### config.mk
export PLATFORM = sky130hd
export DESIGN_NAME = armored66_rx_bringup_flat
export DESIGN_NICKNAME = d
export VERILOG_FILES = /design/src/rtl/armored66_rx_bringup_if.sv /design/src/rtl/armored66_rx_bringup.sv /design/src/flat_wrapper.sv
export SDC_FILE = /design/constraint.sdc
export NUM_CORES = 1
export LEC_CHECK = 0
export CAP_MARGIN = 20
export CORE_ASPECT_RATIO = 0.75
export CORE_MARGIN = 2
export CORE_UTILIZATION = 60
export DETAILED_ROUTE_END_ITERATION = 8
export GPL_ROUTABILITY_DRIVEN = 0
export PLACE_DENSITY_LB_ADDON = 0.08
export SYNTH_ARGS = -nofsm -noshare
export SYNTH_HDL_FRONTEND = slang
export SYNTH_SLANG_ARGS = --single-unit
### constraint.sdc
create_clock -name clk100 -period 4.7 [get_ports clk100]
set_input_delay 0.94 -clock clk100 [delete_from_list [all_inputs] [get_ports clk100]]
set_output_delay 0.94 -clock clk100 [all_outputs]
set_load 0.1 [all_outputs]
### src/rtl/armored66_rx_bringup_if.sv
// armored66_rx_bringup_if
//   Groups the lock-status inputs, the retrain request and the reset/status
//   outputs of the receive bring-up sequencer.
//   master : the side that reports lock status and requests retrains
//            (the receive datapath plus management logic, or a testbench)
//   slave  : the bring-up sequencer itself
//
// Signalling: there is no valid/ready handshake on this bundle. Every signal is
// a level. The lock inputs may change at any time relative to clk100. retrain is
// sampled on clk100, and only its rising edge has meaning. All outputs are
// registered on clk100 and stay valid from one edge to the next.
`timescale 1ns/1ps
interface armored66_rx_bringup_if #(
    parameter int NUM_LN = 4
);
    logic [NUM_LN-1:0] rx_freqlock;
    logic [NUM_LN-1:0] rx_wordlock;
    logic              deskew_locked;
    logic              retrain;
    logic              rst_rxa;
    logic              rst_rxd;
    logic              link_up;
    logic              fault;
    logic [2:0]        state;
    logic [7:0]        retry_cnt;
    logic [7:0]        flap_cnt;

    modport master (
        output rx_freqlock, rx_wordlock, deskew_locked, retrain,
        input  rst_rxa, rst_rxd, link_up, fault, state, retry_cnt, flap_cnt
    );

    modport slave (
        input  rx_freqlock, rx_wordlock, deskew_locked, retrain,
        output rst_rxa, rst_rxd, link_up, fault, state, retry_cnt, flap_cnt
    );
endinterface

### src/rtl/armored66_rx_bringup.sv
// armored66_rx_bringup
//   Reset and bring-up sequencer for the armored 66-bit receive path. It holds
//   the analog and digital receive resets, then walks the lanes through
//   frequency lock, ECC word lock and cross-lane deskew lock. Lock loss is
//   handled with bounded timeouts and counted retries. Status is reported on
//   clk100.
//
// Ports:
//   clk100    management clock; the only clock
//   rst100_n  asynchronous active-low reset
//   bus       armored66_rx_bringup_if.slave:
//               rx_freqlock/rx_wordlock [NUM_LN], deskew_locked (asynchronous in)
//               retrain (clk100-synchronous in; a rising edge requests a retrain)
//               rst_rxa, rst_rxd, link_up, fault, state[3], retry_cnt[8],
//               flap_cnt[8] (registered out)
`timescale 1ns/1ps
module armored66_rx_bringup #(
    parameter int NUM_LN    = 4,
    parameter int RST_CNTR  = 16,
    parameter int TMO_BITS  = 20,
    parameter int DEB_BITS  = 4,
    parameter int MAX_RETRY = 7
) (
    input logic                  clk100,
    input logic                  rst100_n,
    armored66_rx_bringup_if.slave bus
);

    localparam int CW = (RST_CNTR > TMO_BITS) ? RST_CNTR : TMO_BITS;
    localparam logic [CW-1:0]       RST_END = CW'((1 << RST_CNTR) - 1);
    localparam logic [CW-1:0]       TMO_END = CW'((1 << TMO_BITS) - 1);
    localparam logic [DEB_BITS-1:0] DEB_END = DEB_BITS'((1 << DEB_BITS) - 1);
    localparam logic [7:0]          RETRY_LIM = 8'(MAX_RETRY);

    typedef enum logic [2:0] {
        ST_ARST   = 3'd0,
        ST_FLOCK  = 3'd1,
        ST_DRST   = 3'd2,
        ST_WLOCK  = 3'd3,
        ST_DESKEW = 3'd4,
        ST_UP     = 3'd5
    } state_t;

    // ------------------------------------------------------------------
    // Input synchronizers. retrain is already on clk100 but goes through the
    // same two stages so that every decision input has the same latency; the
    // third stage exists only for rising-edge detection.
    // ------------------------------------------------------------------
    logic [NUM_LN-1:0] fl_s1, fl_s2;
    logic [NUM_LN-1:0] wl_s1, wl_s2;
    logic              dk_s1, dk_s2;
    logic              rt_s1, rt_s2, rt_s3;

    always_ff @(posedge clk100 or negedge rst100_n) begin
        if (!rst100_n) begin
            fl_s1 <= '0;
            fl_s2 <= '0;
            wl_s1 <= '0;
            wl_s2 <= '0;
            dk_s1 <= 1'b0;
            dk_s2 <= 1'b0;
            rt_s1 <= 1'b0;
            rt_s2 <= 1'b0;
            rt_s3 <= 1'b0;
        end else begin
            fl_s1 <= bus.rx_freqlock;
            fl_s2 <= fl_s1;
            wl_s1 <= bus.rx_wordlock;
            wl_s2 <= wl_s1;
            dk_s1 <= bus.deskew_locked;
            dk_s2 <= dk_s1;
            rt_s1 <= bus.retrain;
            rt_s2 <= rt_s1;
            rt_s3 <= rt_s2;
        end
    end

    logic fl, wl, dl, rt_edge;
    assign fl      = &fl_s2;
    assign wl      = &wl_s2;
    assign dl      = dk_s2;
    assign rt_edge = rt_s2 & ~rt_s3;

    // ------------------------------------------------------------------
    // State and bookkeeping registers
    // ------------------------------------------------------------------
    state_t              st_q, st_d;
    logic [CW-1:0]       cnt_q, cnt_d;
    logic [DEB_BITS-1:0] deb_q, deb_d;
    logic [7:0]          retry_q, retry_d;
    logic [7:0]          flap_q, flap_d;
    logic                fault_q, fault_d;
    logic                rst_rxa_q, rst_rxd_q, link_up_q;
    logic                retry_ev, flap_ev;

    // Next-state decision. Within each state the checks are ordered by
    // priority: freqlock loss, then retrain edge, then timeout/debounce
    // (checked last so that forward progress on the same cycle wins).
    always_comb begin
        st_d     = st_q;
        retry_ev = 1'b0;
        flap_ev  = 1'b0;
        case (st_q)
            ST_ARST: begin
                if (cnt_q == RST_END) st_d = ST_FLOCK;
            end
            ST_FLOCK: begin
                if (rt_edge || fl) begin
                    st_d = ST_DRST;
                end else if (cnt_q == TMO_END) begin
                    st_d     = ST_ARST;
                    retry_ev = 1'b1;
                end
            end
            ST_DRST: begin
                // retrain is deliberately not looked at here: we are already
                // holding the digital reset.
                if (!fl) begin
                    st_d     = ST_ARST;
                    retry_ev = 1'b1;
                end else if (cnt_q == RST_END) begin
                    st_d = ST_WLOCK;
                end
            end
            ST_WLOCK: begin
                if (!fl) begin
                    st_d     = ST_ARST;
                    retry_ev = 1'b1;
                end else if (rt_edge) begin
                    st_d = ST_DRST;
                end else if (wl) begin
                    st_d = ST_DESKEW;
                end else if (cnt_q == TMO_END) begin
                    st_d     = ST_DRST;
                    retry_ev = 1'b1;
                end
            end
            ST_DESKEW: begin
                if (!fl) begin
                    st_d     = ST_ARST;
                    retry_ev = 1'b1;
                end else if (rt_edge) begin
                    st_d = ST_DRST;
                end else if (!wl) begin
                    // Word lock slipped: go back one step without charging a retry.
                    st_d = ST_WLOCK;
                end else if (dl) begin
                    st_d = ST_UP;
                end else if (cnt_q == TMO_END) begin
                    st_d     = ST_DRST;
                    retry_ev = 1'b1;
                end
            end
            ST_UP: begin
                if (!fl) begin
                    st_d    = ST_ARST;
                    flap_ev = 1'b1;
                end else if (rt_edge) begin
                    st_d    = ST_DRST;
                    flap_ev = 1'b1;
                end else if (!(wl && dl) && (deb_q == DEB_END)) begin
                    st_d    = ST_DRST;
                    flap_ev = 1'b1;
                end
            end
            default: begin
                // Codes 6 and 7 are unreachable; recover if one ever appears.
                st_d = ST_ARST;
            end
        endcase

        cnt_d = (st_d != st_q) ? '0 : cnt_q + 1'b1;

        // Debounce counts consecutive bad cycles while staying in UP.
        deb_d = (st_q == ST_UP && st_d == ST_UP && !(wl && dl)) ? deb_q + 1'b1 : '0;

        retry_d = retry_q;
        if (st_d == ST_UP && st_q != ST_UP) begin
            retry_d = 8'd0;
        end else if (retry_ev && retry_q != 8'hFF) begin
            retry_d = retry_q + 8'd1;
        end

        fault_d = fault_q | (retry_ev && (retry_d >= RETRY_LIM));

        flap_d = flap_q;
        if (flap_ev && flap_q != 8'hFF) flap_d = flap_q + 8'd1;
    end

    // Outputs are decoded from the next state so they change on the same edge
    // as the state register.
    always_ff @(posedge clk100 or negedge rst100_n) begin
        if (!rst100_n) begin
            st_q      <= ST_ARST;
            cnt_q     <= '0;
            deb_q     <= '0;
            retry_q   <= 8'd0;
            flap_q    <= 8'd0;
            fault_q   <= 1'b0;
            rst_rxa_q <= 1'b1;
            rst_rxd_q <= 1'b1;
            link_up_q <= 1'b0;
        end else begin
            st_q      <= st_d;
            cnt_q     <= cnt_d;
            deb_q     <= deb_d;
            retry_q   <= retry_d;
            flap_q    <= flap_d;
            fault_q   <= fault_d;
            rst_rxa_q <= (st_d == ST_ARST);
            rst_rxd_q <= (st_d == ST_ARST) || (st_d == ST_FLOCK) || (st_d == ST_DRST);
            link_up_q <= (st_d == ST_UP);
        end
    end

    assign bus.rst_rxa   = rst_rxa_q;
    assign bus.rst_rxd   = rst_rxd_q;
    assign bus.link_up   = link_up_q;
    assign bus.fault     = fault_q;
    assign bus.state     = st_q;
    assign bus.retry_cnt = retry_q;
    assign bus.flap_cnt  = flap_q;

endmodule
### src/flat_wrapper.sv
// flat-port wrapper written by rule: the top's interface ports become plain ports
module armored66_rx_bringup_flat 
#(
    parameter int NUM_LN    = 4,
    parameter int RST_CNTR  = 16,
    parameter int TMO_BITS  = 20,
    parameter int DEB_BITS  = 4,
    parameter int MAX_RETRY = 7
)
  (clk100, rst100_n, bus_rx_freqlock, bus_rx_wordlock, bus_deskew_locked, bus_retrain, bus_rst_rxa, bus_rst_rxd, bus_link_up, bus_fault, bus_state, bus_retry_cnt, bus_flap_cnt);
  armored66_rx_bringup_if #(.NUM_LN(NUM_LN)) bus_i ();
  input logic clk100;
  input logic rst100_n;
  input wire logic [$bits(bus_i.rx_freqlock)-1:0] bus_rx_freqlock;
  input wire logic [$bits(bus_i.rx_wordlock)-1:0] bus_rx_wordlock;
  input wire logic [$bits(bus_i.deskew_locked)-1:0] bus_deskew_locked;
  input wire logic [$bits(bus_i.retrain)-1:0] bus_retrain;
  output wire logic [$bits(bus_i.rst_rxa)-1:0] bus_rst_rxa;
  output wire logic [$bits(bus_i.rst_rxd)-1:0] bus_rst_rxd;
  output wire logic [$bits(bus_i.link_up)-1:0] bus_link_up;
  output wire logic [$bits(bus_i.fault)-1:0] bus_fault;
  output wire logic [$bits(bus_i.state)-1:0] bus_state;
  output wire logic [$bits(bus_i.retry_cnt)-1:0] bus_retry_cnt;
  output wire logic [$bits(bus_i.flap_cnt)-1:0] bus_flap_cnt;
  assign bus_i.rx_freqlock = bus_rx_freqlock;
  assign bus_i.rx_wordlock = bus_rx_wordlock;
  assign bus_i.deskew_locked = bus_deskew_locked;
  assign bus_i.retrain = bus_retrain;
  assign bus_rst_rxa = bus_i.rst_rxa;
  assign bus_rst_rxd = bus_i.rst_rxd;
  assign bus_link_up = bus_i.link_up;
  assign bus_fault = bus_i.fault;
  assign bus_state = bus_i.state;
  assign bus_retry_cnt = bus_i.retry_cnt;
  assign bus_flap_cnt = bus_i.flap_cnt;
  armored66_rx_bringup #(.NUM_LN(NUM_LN), .RST_CNTR(RST_CNTR), .TMO_BITS(TMO_BITS), .DEB_BITS(DEB_BITS), .MAX_RETRY(MAX_RETRY)) u_core (.clk100(clk100), .rst100_n(rst100_n), .bus(bus_i));
endmodule
==> results of run 1 <==
-- cell families (layout without fill, tap and decap cells) --
kind of cell	Yosys count	in the layout	synth area share
AND/OR/NAND/NOR	129	129	0.228
flip-flops	68	68	0.529
AO/OA/AOI/OAI	42	42	0.101
XOR/XNOR	33	33	0.0897
buffers and inverters	15	57	0.0225
adder cells (fa/ha/maj)	4	4	0.0155
multiplexers	4	4	0.0144
-- stage by stage --
stage	area [sq um]	power (W)
floorplan	3220	0.000613
global placement	3610	0.000635
detailed placement	3610	0.000636
CTS	3830	0.00115
global route	3830	0.00119
finish	3830	0.00114
-- synthesized netlist by cell type, types with 3 or more instances --
library cell,n
a21oi_1,5
ha_1,4
o211ai_1,6
dfrtp_1,66
nor3_1,3
nand3b_1,4
nand2b_1,4
nor2_2,18
xor2_1,23
nor2_1,28
and2_1,3
a31oi_1,3
nand2_1,13
o22ai_1,3
and3_1,6
xnor2_1,10
and4_1,7
o21ai_1,4
nand4_1,16
nor2b_1,3
clkbuf_1,4
nand3_1,13
o21ai_0,6
inv_1,6
nor4_1,3
-- worst paths after layout --
check	from	cells past startpoint	slack [ns]	end
max reg2reg	u_core.bus.state[0]	6	2.21	u_core.bus.retry_cnt[6]
max	u_core.bus.state[0]	1	1.54	bus_state[0]
min	u_core.fl_s1[3]	0	0.34	u_core.fl_s2[3]
min reg2reg	u_core.fl_s1[3]	0	0.34	u_core.fl_s2[3]
min in group asynchronous	rst100_n	1	0.66	u_core.cnt_q[9]
max in group asynchronous	rst100_n	2	3.12	u_core.fl_s1[0]
-- sequential cells by signal, indices dropped and copies added (netlist names) --
name,flops
u_core.cnt_q,20
u_core.bus.state,3
u_core.rt_s2,1
u_core.rt_s3,1
u_core.bus.retry_cnt,8
u_core.bus.rst_rxa,1
u_core.dk_s1,1
u_core.bus.flap_cnt,8
u_core.fl_s2,4
u_core.wl_s1,4
u_core.dk_s2,1
u_core.deb_q,4
u_core.bus.link_up,1
u_core.fl_s1,4
u_core.bus.fault,1
u_core.rt_s1,1
u_core.wl_s2,4
u_core.bus.rst_rxd,1
-- cell type report --
class	count	area share
Tap cell	75	0.0245
Clock buffer	11	0.0369
Inverter	6	0.00588
Sequential cell	68	0.445
Timing Repair Buffer	36	0.0915
Multi-Input combinational cell	212	0.377
Clock inverter	4	0.0193
-- placed cells by master, fill, tap and decap left out, drive strengths merged, types with 4 or more instances in the layout --
master | netlist | layout
a21oi | 5 | 5
and3 | 6 | 6
and4 | 7 | 7
clkbuf | 4 | 11
clkdlybuf4s50 | 0 | 33
dfrtp | 66 | 66
ha | 4 | 4
inv | 6 | 6
nand2 | 13 | 13
nand2b | 4 | 4
nand3 | 13 | 13
nand3b | 4 | 4
nand4 | 16 | 16
nor2 | 46 | 46
nor3 | 4 | 4
o211ai | 6 | 6
o21ai | 10 | 10
xnor2 | 10 | 10
xor2 | 23 | 23
-- where the power goes --
group | internal (W) | leakage [nW] | switching, W
Clock | 0.000310 | 0.109 | 0.000205
Combinational | 0.00000996 | 0.670 | 0.0000163
Sequential | 0.000594 | 0.880 | 0.00000388
-- metal layers --
metal  wire length, um  vias to the layer above
met5                 0                        -
met4                61                        0
met3               349                        6
met2              2620                       78
met1              2990                     1098
li1                  -                     1128
==> results.json, run 1 <==
{
  "core_sq_um": 5270,
  "clock-root-buffer": "clkbuf_8",
  "cts.repair.resized": 0,
  "critPathMaxFanout": 14,
  "synth-async-reset-ratio": 1.00,
  "finalHoldViolCount": 0,
  "layout.area.seq_sq_um": 1700,
  "netlist.top_cell.by_area": "dfrtp_1",
  "cts.sinks": 68,
  "dp_cells": 397,
  "route.detailed.drc": 0,
  "die_x_um": 88.6,
  "critPathRequiredTime_ns": 3.76,
  "drv_cap": 0,
  "grt_pass1_vias": 2103,
  "synth_top_cell_area_share": 0.513,
  "globalRouteTotalUtil": 0.224,
  "min_path_type": "reg -> reg",
  "status": "finished, final reports clean",
  "timing.hold.ws_ns": 0.338,
  "drive_above_1_share": 0.134,
  "fin_crit_sh": 0.672,
  "drt_iter0_drc": 184,
  "use_met1": 0.322,
  "insertedDiodeCount": 0,
  "htreeDepth": 3,
  "ios": 35,
  "cp.arrival_ns": 2.22,
  "start_util": 0.612,
  "max_slew_margin": 0.342,
  "synth-seq-area-share": 0.529,
  "crit_buf_inv": 1,
  "final_core_util": 0.727,
  "clk_latency_ns": 0.35,
  "dpl.hpwl_mm": 4.20,
  "nets": 349,
  "yosysUniqueCellTypes": 51,
  "hold_buffers": 0,
  "synth_fp_nets": 311,
  "powerDensity_nw_per_um2": 298,
  "setup-tns-final_ns": 0,
  "cp-end-kind": "output pin",
  "clockBufferDepth": 2,
  "netlist_top_cells_area": "dfrtp_1 51%, xor2_1 6.3%, nor2_2 3.5%",
  "setup_violations": 0,
  "rows": 23,
  "gr-usage-met2": 0.311,
  "synth_top_flop_cell": "dfrtp_1",
  "post_cts.repair.setup_buffers": 0,
  "crit_family": "buffers and inverters",
  "syn_inst": 295,
  "grt-busiest-layer": "met1",
  "p_leak_nw": 1.66,
  "grt.overflow.total": 0,
  "vias": 2310,
  "stdcell_count": 412,
  "syn-cell-area_sq_um": 3220,
  "syn2layout_area_growth_pct": 18.9,
  "port_buffers": 34,
  "dieArea_sq_um": 5980,
  "multi_input_area_sq_um": 1440,
  "ys_warn_count": 0,
  "grt_antenna_before_repair": 0,
  "rsz0062_at_grt": "false",
  "synth.ff_latch_count": 68,
  "grt_use_met3": 0.0905,
  "path_class": "reg -> out",
  "tightest_slew_ns": 0.984,
  "clock.fmax_mhz": 317,
  "clk_pin_slew_ns": 0.07,
  "wl_mm": 6.03,
  "period_needed_ns": 3.16,
  "wire_per_inst_um": 14.6,
  "numCtsBuffers": 9,
  "syn_avg_cell_area_sq_um": 10.9,
  "grt_max_degree": 36,
  "cts_tree": "done",
  "critPathLaunchType": "flip-flop",
  "grt_pass1_wl_mm": 9.94,
  "ant_nets": 0,
  "vdd_drop_max_mv": 0.233,
  "cp_cell_sequence": "clkdlybuf4s50_1",
  "pre_cts_ws_ns": 1.93,
  "die_h_um": 67.5,
  "cpPeakStageDelay_ns": 1.23,
  "final.fill_count": 353,
  "skew_ns": 0.0112,
  "synth_edf_count": 0,
  "firstDrtPassIters": 5,
  "via_per_inst": 5.61,
  "finalWorstSetupSlack_ns": 1.54,
  "slowest_stage": "clkdlybuf4s50_1",
  "drv_slew": 0
}
Power figures use the tool's default switching activity.
==> inputs of run 2 (changes only) <==
--- a/config.mk
+++ b/config.mk
@@ -8,7 +8,7 @@
 export CAP_MARGIN = 20
 export CORE_ASPECT_RATIO = 0.75
 export CORE_MARGIN = 2
-export CORE_UTILIZATION = 60
+export CORE_UTILIZATION = 51
 export DETAILED_ROUTE_END_ITERATION = 8
 export GPL_ROUTABILITY_DRIVEN = 0
 export PLACE_DENSITY_LB_ADDON = 0.08
==> constraint.sdc (replaced) <==
create_clock -name clk100 -period 2.7 [get_ports clk100]
set_input_delay 0.54 -clock clk100 [delete_from_list [all_inputs] [get_ports clk100]]
set_output_delay 0.54 -clock clk100 [all_outputs]
set_load 0.1 [all_outputs]
==> run 2 against run 1 <==
  * Critical path depth increased by 5
  * Sequential cell count unchanged
  * Clock power increased by 86%
  * Worst setup slack got worse by 1.2 ns
  * Final area increased by 0.65%
  * Core utilization decreased by 10 points
  * Combinational power increased by 92%
  * Critical endpoint is now u_core.deb_q[1]
==> results.json, run 2 (synthesized netlist as in run 1, its figures left out) <==
{
  "vdd_drop_max_mv": 0.420,
  "via_per_inst": 5.52,
  "largest_reg_flops": 20,
  "firstDrtPassIters": 4,
  "clk_pin_slew_ns": 0.08,
  "route.detailed.drc": 0,
  "drt_iter0_drc": 173,
  "wl_mm": 6.11,
  "rsz0062_at_grt": "false",
  "period_needed_ns": 2.34,
  "finalWorstSetupSlack_ns": 0.359,
  "core_sq_um": 6190,
  "start_util": 0.520,
  "clk_latency_ns": 0.34,
  "grt.overflow.total": 0,
  "max_slew_margin": 0.456,
  "syn2layout_area_growth_pct": 19.7,
  "cp-end-kind": "flip-flop",
  "cts.repair.resized": 0,
  "setup-tns-final_ns": 0,
  "vias": 2335,
  "critPathLaunchType": "flip-flop",
  "insertedDiodeCount": 0,
  "grt_pass1_vias": 2181,
  "timing.hold.ws_ns": 0.286,
  "r2r_cells": 6,
  "path_class": "reg -> reg",
  "crit_buf_inv": 0,
  "cts_tree": "done",
  "final.fill_count": 516,
  "pre_cts_ws_ns": 0.392,
  "critPathMaxFanout": 5,
  "grt_pass1_wl_mm": 10.5,
  "critical_path_depth": 6,
  "clock-root-buffer": "clkbuf_8",
  "layout_common_cells": "66 x dfrtp_1, 28 x nor2_1, 27 x buf_4",
  "status": "finished, final reports clean",
  "fin_crit_sh": 0.867,
  "tightest_slew_ns": 0.816,
  "rows": 25,
  "cpPeakStageDelay_ns": 0.48,
  "finalHoldViolCount": 0,
  "p_leak_nw": 1.73,
  "globalRouteTotalUtil": 0.198,
  "drv_cap": 0,
  "hold_buffers": 0,
  "dp_cells": 407,
  "drive_above_1_share": 0.216,
  "ant_nets": 0,
  "layout_commonest_cell": "dfrtp_1",
  "grt_max_degree": 37,
  "clockBufferDepth": 2,
  "dpl.hpwl_mm": 4.24,
  "htreeDepth": 3,
  "setup_violations": 0,
  "final_core_util": 0.622,
  "cp.arrival_ns": 2.57,
  "clock.fmax_mhz": 427,
  "drv_slew": 0,
  "cp_cell_sequence": "and4_1 > nand4_1 > o31ai_1 > o21ai_1 > and2_1 > and3_1",
  "post_cts.repair.setup_buffers": 0,
  "crit_family": "simple AND/OR/NAND/NOR gates",
  "powerDensity_nw_per_um2": 531,
  "numCtsBuffers": 9,
  "skew_ns": 0.00727,
  "slowest_stage": "o31ai_1",
  "stdcell_count": 423,
  "grt_antenna_before_repair": 0,
  "wire_per_inst_um": 14.4,
  "critPathRequiredTime_ns": 2.93,
  "min_path_type": "in -> async",
  "ios": 35,
  "die_h_um": 72.8,
  "cts.sinks": 68,
  "port_buffers": 34,
  "largest-register": "u_core.cnt_q",
  "dieArea_sq_um": 6970,
  "nets": 353,
  "die_x_um": 95.8
}
[run 2: cell count changes in the layout (fill, tap and decap cells not counted), sizes merged]
cell and change:
buf +27, clkinvlp +2, clkdlybuf4s50 -23, clkinv -1
[run 2: worst paths after layout]
path / from / endpoint / slack (ns)
hold reg to reg: u_core.wl_s1[0] / u_core.wl_s2[0] / 0.35
setup reg to reg: u_core.cnt_q[12] / u_core.deb_q[1] / 0.36
min in group clk100: u_core.wl_s1[0] / u_core.wl_s2[0] / 0.35
setup / recovery: u_core.cnt_q[12] / u_core.deb_q[1] / 0.36
hold / removal: rst100_n / u_core.wl_s2[0] / 0.29
max in group asynchronous: rst100_n / u_core.fl_s1[0] / 1.76
[run 2: area by class of cell]
type / count / area [sq um] / area share
clock inverter: 5 / 83.8 / 0.0217
tap: 81 / 101 / 0.0263
timing repair buffer: 40 / 348 / 0.0902
inverter: 6 / 22.5 / 0.00584
multi-input combinational: 212 / 1440 / 0.375
clock buffer: 11 / 151 / 0.0393
sequential: 68 / 1700 / 0.442
[run 2: where the power goes]
part           internal (W)  total [W]  switching (W)
Sequential          0.00103    0.00104     0.00000558
Combinational     0.0000204  0.0000504      0.0000300
Clock              0.000572   0.000957       0.000385
Total               0.00163    0.00205       0.000421
[run 2: metal layers]
layer	share of wire	track usage
met1	0.51	0.299
met2	0.42	0.270
met3	0.058	0.0630
met4	0.0069	0.0651
met5	0	0
[run 2: stage by stage]
stage	cell area [sq um]	power, W
final	3850	0.00205
after global routing	3850	0.00213
after CTS	3850	0.00208
after detailed placement	3620	0.00111
after global placement	3620	0.00111
after floorplan	3220	0.00107
==> inputs of run 3 (changes only) <==
--- a/config.mk
+++ b/config.mk
@@ -5,12 +5,14 @@
 export SDC_FILE = /design/constraint.sdc
 export NUM_CORES = 1
 export LEC_CHECK = 0
+export ABC_CLOCK_PERIOD_IN_PS = 2700
 export CAP_MARGIN = 20
 export CORE_ASPECT_RATIO = 0.75
 export CORE_MARGIN = 2
 export CORE_UTILIZATION = 51
 export DETAILED_ROUTE_END_ITERATION = 8
 export GPL_ROUTABILITY_DRIVEN = 0
+export MAX_ROUTING_LAYER = met4
 export PLACE_DENSITY_LB_ADDON = 0.08
 export SYNTH_ARGS = -nofsm -noshare
 export SYNTH_HDL_FRONTEND = slang
==> run 3 against run 2 <==
  * Sequential share of layout area is the same
  * Register-to-register slack is essentially flat
  * Via count shrank 0.34%
  * Fmax is essentially flat
  * First-iteration DRC count shrank 4.0%
  * Critical path type unchanged
  * Largest cell class unchanged
==> results.json, run 3 (synthesized netlist as in run 1, its figures left out) <==
{
  "stdcell_area_sq_um": 3850,
  "firstDrtPassIters": 4,
  "globalRouteTotalUtil": 0.204,
  "grt_antenna_before_repair": 0,
  "setup_violations": 0,
  "drive_above_1_share": 0.216,
  "clock.fmax_mhz": 427,
  "cts.repair.resized": 0,
  "core_sq_um": 6190,
  "htreeDepth": 3,
  "numCtsBuffers": 9,
  "die_h_um": 72.8,
  "largest-register": "u_core.cnt_q",
  "post_dp_cell_area_sq_um": 3620,
  "cp_cell_sequence": "ha_1 > and3_1 > nand4_1 > o22ai_1 > nand3_1 > and2_1 > nor3_2",
  "post_cts.repair.setup_buffers": 0,
  "grt.overflow.total": 0,
  "vias": 2327,
  "finalHoldViolCount": 0,
  "max_slew_margin": 0.456,
  "clock-root-buffer": "clkbuf_8",
  "min_path_type": "in -> async",
  "clk_pin_slew_ns": 0.08,
  "period_needed_ns": 2.34,
  "start_util": 0.520,
  "grt_max_degree": 37,
  "die_x_um": 95.8,
  "cts.sinks": 68,
  "layout_commonest_cell": "dfrtp_1",
  "status": "finished, final reports clean",
  "hold_buffers": 0,
  "drt_iter0_drc": 166,
  "critPathMaxFanout": 8,
  "dieArea_sq_um": 6970,
  "grt_pass1_vias": 2184,
  "layout_common_cells": "66 x dfrtp_1, 28 x nor2_1, 27 x buf_4",
  "cp.arrival_ns": 2.60,
  "path_class": "reg -> reg",
  "drv_slew": 0,
  "cpPeakStageDelay_ns": 0.37,
  "r2r_cells": 7,
  "powerDensity_nw_per_um2": 529,
  "wl_mm": 6.07,
  "rsz0062_at_grt": "false",
  "cts_tree": "done",
  "skew_ns": 0.00660,
  "rows": 25,
  "critPathLaunchType": "flip-flop",
  "clk_latency_ns": 0.34,
  "wire_per_inst_um": 14.3,
  "port_buffers": 34,
  "final.fill_count": 516,
  "dpl.hpwl_mm": 4.24,
  "grt_pass1_wl_mm": 10.5,
  "power.total_w": 0.00204,
  "slowest_stage": "dfrtp_1",
  "ant_nets": 0,
  "r2r_end": "u_core.bus.retry_cnt[6]",
  "tightest_slew_ns": 0.816,
  "ios": 35,
  "crit_family": "simple AND/OR/NAND/NOR gates",
  "rrSetupSlack_ns": 0.36,
  "drv_cap": 0,
  "timing.hold.ws_ns": 0.294,
  "cp-end-kind": "flip-flop",
  "wl_met1_mm": 3.09,
  "final_core_util": 0.622,
  "critPathRequiredTime_ns": 2.96,
  "p_leak_nw": 1.73,
  "crit_buf_inv": 0,
  "fin_crit_sh": 0.867,
  "largest_reg_flops": 20,
  "insertedDiodeCount": 0,
  "setup-tns-final_ns": 0,
  "nets": 353,
  "clockBufferDepth": 2,
  "syn2layout_area_growth_pct": 19.7,
  "r2r_start": "u_core.cnt_q[0]",
  "via_per_inst": 5.50,
  "route.detailed.drc": 0,
  "wl_met2_mm": 2.59,
  "highest_layer": "met4",
  "vdd_drop_max_mv": 0.420,
  "wl_met3_um": 372
}
-- run 3: layout make-up --
class | count | area, sq um | share of cell area
Inverter | 6 | 22.5 | 0.00584
Timing Repair Buffer | 40 | 348 | 0.0902
Clock buffer | 11 | 151 | 0.0393
Clock inverter | 5 | 83.8 | 0.0217
Tap cell | 81 | 101 | 0.0263
Sequential cell | 68 | 1700 | 0.442
Multi-Input combinational cell | 212 | 1440 | 0.375
-- run 3: metrics by stage --
step / std cells / setup WS, ns
CTS: 423 / 0.363
floorplan: 295 / 0.0523
finish: 423 / 0.360
global placement: 407 / 0.385
global route: 423 / 0.189
detailed placement: 407 / 0.392
-- run 3: worst max-delay path by stage --
stage / from / to / depth (start not counted)
CTS: u_core.cnt_q[0] / u_core.bus.retry_cnt[6] / 7
finish: u_core.cnt_q[0] / u_core.bus.retry_cnt[6] / 7
floorplan: u_core.bus.state[2] / u_core.bus.retry_cnt[4] / 6
detailed placement: u_core.cnt_q[0] / u_core.bus.retry_cnt[6] / 7
global route: u_core.cnt_q[12] / u_core.deb_q[1] / 6
global placement: u_core.cnt_q[0] / u_core.bus.retry_cnt[6] / 7
-- run 3: routing by layer --
layer  vias up  GRT usage
met2        59      0.271
met1      1123      0.298
met5         -          -
met3         2     0.0630
li1       1143          -
met4         0     0.0651
-- run 3: report_power, final --
group | leakage, nW | switching, W | total [W] | internal, W
Clock | 0.112 | 0.000379 | 0.000951 | 0.000572
Combinational | 0.742 | 0.0000300 | 0.0000504 | 0.0000203
Sequential | 0.880 | 0.00000556 | 0.00104 | 0.00103
Total | 1.73 | 0.000415 | 0.00204 | 0.00163
-- run 3: worst register-to-register path, stage by stage, from the launching register on --
cell and delay, ns:
dfrtp_1 0.37, ha_1 0.19, and3_1 0.34, nand4_1 0.27
o22ai_1 0.29, nand3_1 0.26, and2_1 0.33, nor3_2 0.21
